[config.mk]
export PLATFORM = sky130hd
export DESIGN_NAME = f_fetch_stage_flat
export DESIGN_NICKNAME = d
export VERILOG_FILES = /design/src/rtl/f_fetch_stage_if.sv /design/src/rtl/f_fetch_stage.sv /design/src/flat_wrapper.sv
export SDC_FILE = /design/constraint.sdc
export NUM_CORES = 1
export LEC_CHECK = 0
export ABC_CLOCK_PERIOD_IN_PS = 2500
export CAP_MARGIN = 10
export CORE_MARGIN = 4
export CORE_UTILIZATION = 30
export DETAILED_ROUTE_END_ITERATION = 10
export GPL_ROUTABILITY_DRIVEN = 0
export RECOVER_POWER = 50
export REMOVE_ABC_BUFFERS = 1
export SETUP_SLACK_MARGIN = 0.15
export SYNTH_ARGS = -nofsm -noshare
export SYNTH_HDL_FRONTEND = slang
export SYNTH_SLANG_ARGS = --single-unit
export TNS_END_PERCENT = 10
[constraint.sdc]
create_clock -name clk -period 2.5 [get_ports clk]
set_clock_uncertainty 0.2 [all_clocks]
set_input_delay 0.625 -clock clk [delete_from_list [all_inputs] [get_ports clk]]
set_output_delay 0.625 -clock clk [all_outputs]
set_load 0.05 [all_outputs]
[src/rtl/f_fetch_stage_if.sv]
// Instruction-memory port and F/D pipeline-register outputs of the fetch stage.
interface f_fetch_stage_if;
   logic [11:0] im_addr;
   logic [31:0] im_rdata;
   logic [31:0] D_pc;
   logic [31:0] D_instr;
   logic        D_valid;
   logic [4:0]  D_exccode;

   modport master (
      output im_addr,
      input  im_rdata,
      output D_pc,
      output D_instr,
      output D_valid,
      output D_exccode
   );

   modport slave (
      input  im_addr,
      output im_rdata,
      input  D_pc,
      input  D_instr,
      input  D_valid,
      input  D_exccode
   );
endinterface

[src/rtl/f_fetch_stage.sv]
// MIPS F stage: PC register, IM addressing with AdEL detection, F/D register with
// stall/bubble control, and a counter of valid fetches.
module f_fetch_stage #(
   parameter logic [31:0] PC_RESET = 32'h0000_3000,
   parameter logic [31:0] IM_BASE  = 32'h0000_3000,
   parameter int unsigned IM_WORDS = 4096
) (
   input  logic        clk,
   input  logic        reset,
   input  logic        stall,
   input  logic        D_flush,
   input  logic [31:0] npc,
   output logic [31:0] F_pc,
   output logic [31:0] fetch_cnt,
   f_fetch_stage_if.master bus
);

   localparam logic [32:0] IM_SPAN  = 33'(IM_WORDS) << 2;
   localparam logic [4:0]  EXC_ADEL = 5'd4;

   logic [31:0] f_pc_q, f_pc_d;
   logic [31:0] d_pc_q, d_pc_d;
   logic [31:0] d_instr_q, d_instr_d;
   logic        d_valid_q, d_valid_d;
   logic [4:0]  d_exccode_q, d_exccode_d;
   logic [31:0] fetch_cnt_q, fetch_cnt_d;

   logic [32:0] pc_off_c;
   logic        f_exc_c;
   logic [31:0] f_instr_c;

   // Offset from IM base; the borrow bit flags a PC below the base.
   always_comb begin
      pc_off_c  = {1'b0, f_pc_q} - {1'b0, IM_BASE};
      f_exc_c   = (f_pc_q[1:0] != 2'b00) || pc_off_c[32] ||
                  ({1'b0, pc_off_c[31:0]} >= IM_SPAN);
      f_instr_c = f_exc_c ? 32'h0 : bus.im_rdata;
   end

   // Priority: stall > D_flush > normal fetch (reset handled in the register).
   always_comb begin
      f_pc_d      = f_pc_q;
      d_pc_d      = d_pc_q;
      d_instr_d   = d_instr_q;
      d_valid_d   = d_valid_q;
      d_exccode_d = d_exccode_q;
      fetch_cnt_d = fetch_cnt_q;
      if (!stall) begin
         f_pc_d = npc;
         d_pc_d = f_pc_q;
         if (D_flush) begin
            d_instr_d   = 32'h0;
            d_valid_d   = 1'b0;
            d_exccode_d = 5'd0;
         end else begin
            d_instr_d   = f_instr_c;
            d_valid_d   = 1'b1;
            d_exccode_d = f_exc_c ? EXC_ADEL : 5'd0;
            fetch_cnt_d = fetch_cnt_q + 32'd1;
         end
      end
   end

   always_ff @(posedge clk) begin
      if (!reset) begin
         f_pc_q      <= PC_RESET;
         d_pc_q      <= 32'h0;
         d_instr_q   <= 32'h0;
         d_valid_q   <= 1'b0;
         d_exccode_q <= 5'd0;
         fetch_cnt_q <= 32'h0;
      end else begin
         f_pc_q      <= f_pc_d;
         d_pc_q      <= d_pc_d;
         d_instr_q   <= d_instr_d;
         d_valid_q   <= d_valid_d;
         d_exccode_q <= d_exccode_d;
         fetch_cnt_q <= fetch_cnt_d;
      end
   end

   assign F_pc          = f_pc_q;
   assign fetch_cnt     = fetch_cnt_q;
   assign bus.im_addr   = pc_off_c[13:2];
   assign bus.D_pc      = d_pc_q;
   assign bus.D_instr   = d_instr_q;
   assign bus.D_valid   = d_valid_q;
   assign bus.D_exccode = d_exccode_q;

endmodule

[src/flat_wrapper.sv]
// flat-port wrapper written by rule: the top's interface ports become plain ports
module f_fetch_stage_flat 
#(
   parameter logic [31:0] PC_RESET = 32'h0000_3000,
   parameter logic [31:0] IM_BASE  = 32'h0000_3000,
   parameter int unsigned IM_WORDS = 4096
)
  (clk, reset, stall, D_flush, npc, F_pc, fetch_cnt, bus_im_addr, bus_im_rdata, bus_D_pc, bus_D_instr, bus_D_valid, bus_D_exccode);
  f_fetch_stage_if bus_i ();
  input  logic clk;
  input  logic reset;
  input  logic stall;
  input  logic D_flush;
  input  logic [31:0] npc;
  output logic [31:0] F_pc;
  output logic [31:0] fetch_cnt;
  output wire logic [$bits(bus_i.im_addr)-1:0] bus_im_addr;
  input wire logic [$bits(bus_i.im_rdata)-1:0] bus_im_rdata;
  output wire logic [$bits(bus_i.D_pc)-1:0] bus_D_pc;
  output wire logic [$bits(bus_i.D_instr)-1:0] bus_D_instr;
  output wire logic [$bits(bus_i.D_valid)-1:0] bus_D_valid;
  output wire logic [$bits(bus_i.D_exccode)-1:0] bus_D_exccode;
  assign bus_im_addr = bus_i.im_addr;
  assign bus_i.im_rdata = bus_im_rdata;
  assign bus_D_pc = bus_i.D_pc;
  assign bus_D_instr = bus_i.D_instr;
  assign bus_D_valid = bus_i.D_valid;
  assign bus_D_exccode = bus_i.D_exccode;
  f_fetch_stage #(.PC_RESET(PC_RESET), .IM_BASE(IM_BASE), .IM_WORDS(IM_WORDS)) u_core (.clk(clk), .reset(reset), .stall(stall), .D_flush(D_flush), .npc(npc), .F_pc(F_pc), .fetch_cnt(fetch_cnt), .bus(bus_i));
endmodule
==> flow_summary.toml <==
[worst_setup_path]
crit_type = "primary input to register"
end_kind = "register"
worstPathCellList = "dlygate4sd3_1 -> and4bb_1 -> nand4_1 -> buf_4 -> nor4_1 -> xor2_1 -> and2_1"
critPathLaunch = "D_flush"
ff2ff_path_depth = 6
critPathArrivalTime_ns = 2.42
critPathSlowestCell = "dlygate4sd3_1"
regToRegStartpoint = "u_core.F_pc[13]"
rrSetupSlack_ns = 0.24
reg2reg_to = "u_core.bus.D_exccode[2]"
crit_cells = 7
path_max_fanout = 8
required_ns = 2.60
start_kind = "primary input"
cp_slowest_stage_delay_ns = 0.57
crit_end = "u_core.fetch_cnt[18]"
critPathTopFamily = "simple AND/OR/NAND/NOR gates"
path_buf_inv = 2

[synthesis]
syn_area_sq_um = 5590
ys_types = 46
synth.yosys.seq_area_share_pct = 46.6
ys_ff_latch = 130
ys_warn_count = 0
synth_commonest_cells = "dfxtp_1, nand2_1, mux2i_1"
ys.flop_type = "dfxtp_1"
post-synth-top-count-cell = "dfxtp_1"
synth_area_leaders = "dfxtp_1, mux2i_1, nor2b_1"
synth_top_area_share_pct = 46.6
async_reset_ff_share_pct = 0
synth.largest_area_cell = "dfxtp_1"
postSynthCellCount = 574
synth_edf_count = 0
avgSynthCellArea_sq_um = 9.73

[power_and_ir_drop]
power_mw = 5.09
p_leak_nw = 3.78
power-per-cell-area_nw_per_um2 = 619
max-vdd-ir-drop_v = 0.000443

[detailed_routing]
drt_wl_total_microns = 15000
vias = 4638
avgViaCountPerCell = 4.54
drtAntennaViolNets = 0
route.detailed.drc = 0
wire_per_inst_microns = 14.7
first_iter_violations = 142
drtPass1Iterations = 4

[place]
hpwl_microns = 10800
io_buffers = 209
dp_slack_ns = -0.132
dp.cells = 990

[flow_run]
drv_cap = 0

[timing]
fin_crit_ns = 2.32
fmax_mhz = 430
finalWorstSetupSlack_ns = 0.175
hold_viol = 0
slew_headroom_pct = 20.7
finalCritPeriodShare_pct = 93.0
drv_slew = 0
setup_viol = 0
rsz0062_at_grt = "yes"
finalSetupTns_ns = 0
worstMarginPinSlew_ns = 1.19

[die]
die_h_microns = 144
dieWidth_microns = 144
ioPinCount = 214
core_sq_um = 18100
start_util_pct = 30.8
fp-row-count = 49
die-area_sq_um = 20900

[min_path]
hold_class = "register to register"

[global_route]
grt_pass1_wl_microns = 23500
grt_pass1_vias = 4649
gr-total-overflow = 0
grt_max_degree = 69
grtUsageTotal_pct = 14.1
antenna_found_initial = 0

[cts]
htree_levels = 4
cts.sinks = 130
cts_buffers = 17
cts_tree = "done"
clk_pin_slew_ns = 0.06
cts_root_buffer = "clkbuf_16"
clk_path_buf_depth = 2
holdBufCountCts = 0
clk_latency_ns = 0.41

[final_layout]
syn_to_final_growth_pct = 47.3
layout.nets = 853
fin_cells = 1021
drive_gt1_share_pct = 12.0
utilization_pct = 45.3
fillCellCount = 1765

[run_status]
outcome = "finished, final reports clean"
==> worst reg2reg max path, cell delays in order (launching register included) <==
cell	delay, ns
dfxtp_1	0.35
a2111oi_1	0.46
xor2_1	0.17
a2111oi_4	0.38
nand4_4	0.19
buf_12	0.21
a22o_1	0.21
==> state kept, by name, summed over array words and instances (netlist names) <==
signal / cells
u_core.F_pc: 32
u_core.bus.D_exccode: 1
u_core.bus.D_instr: 32
u_core.bus.D_pc: 32
u_core.bus.D_valid: 1
u_core.fetch_cnt: 32
==> per-stage QoR <==
step	cell area (sq um)	hold WS, ns
finish	8230	0.246
global placement	7890	0.236
CTS	8240	0.248
detailed placement	7890	0.241
global route	8230	0.268
floorplan	5330	0.479
==> cell type report <==
| type | instances | area (sq um) | share of cell area (%) |
|---|---|---|---|
| multi-input combinational | 389 | 2720 | 33.0 |
| sequential | 130 | 2600 | 31.6 |
| timing repair buffer | 234 | 2080 | 25.3 |
| clock buffer | 21 | 440 | 5.35 |
| tap | 229 | 287 | 3.48 |
| clock inverter | 7 | 65.1 | 0.791 |
| inverter | 10 | 37.5 | 0.456 |
| antenna | 1 | 2.50 | 0.0304 |
==> per-layer routing <==
layer | GRT usage [%] | vias up | share of wire (%)
li1 | - | 2314 | -
met1 | 16.8 | 2148 | 43
met2 | 22.9 | 159 | 48
met3 | 5.89 | 17 | 8.0
met4 | 4.91 | 0 | 1.3
met5 | 0 | - | 0
==> layout by cell type, fill, tap and decap left out, types with 14 or more instances in the layout <==
cell type / count
dfxtp_1: 130
dlygate4sd2_1: 127
nand2_1: 79
mux2i_1: 65
nor2b_1: 64
clkdlybuf4s50_1: 64
o21ai_2: 30
and2_1: 26
buf_4: 22
clkbuf_16: 18
clkbuf_1: 17
xor2_1: 16
nor3_1: 14
==> how the worst min path moves through the flow <==
stage	from	end	slack, ns	cells after the start
finish	u_core.bus.D_instr[12]	u_core.bus.D_instr[12]	0.25	2
global route	u_core.bus.D_instr[23]	u_core.bus.D_instr[23]	0.27	2
CTS	u_core.bus.D_instr[12]	u_core.bus.D_instr[12]	0.25	2
detailed placement	u_core.bus.D_instr[12]	u_core.bus.D_instr[12]	0.24	2
global placement	u_core.bus.D_instr[31]	u_core.bus.D_instr[31]	0.24	2
floorplan	u_core.fetch_cnt[31]	u_core.fetch_cnt[31]	0.48	2
==> cells by family (layout without fill, tap and decap cells) <==
kind of cell               Yosys count  after routing  share of synthesized area (%)
DFF                                130            130                           46.6
AOI/OAI and AO/OA                   50             50                           7.34
xor gates and xnor gates            28             28                           4.39
other                                1              5                         0.0671
muxes                               65             65                           11.6
buffers and inverters               58            272                           5.51
and+or+nand+nor                    239            239                           23.8
adders and majority gates            3              3                          0.672
==> what timing repair did <==
item | CTS | global route
buffers inserted | 0 | 1
pin swaps | 0 | 2
endpoints found under the setup margin | 128 | 10
resized for setup | 128 | 6
cloned | 0 | 1
==> power breakdown <==
group          total [mW]  switching (mW)  internal [mW]
Clock                2.19           0.859           1.33
Sequential           2.18          0.0486           2.13
Combinational       0.720           0.443          0.277
Total                5.09            1.35           3.74
No activity file was read; power rests on OpenSTA's default activity.
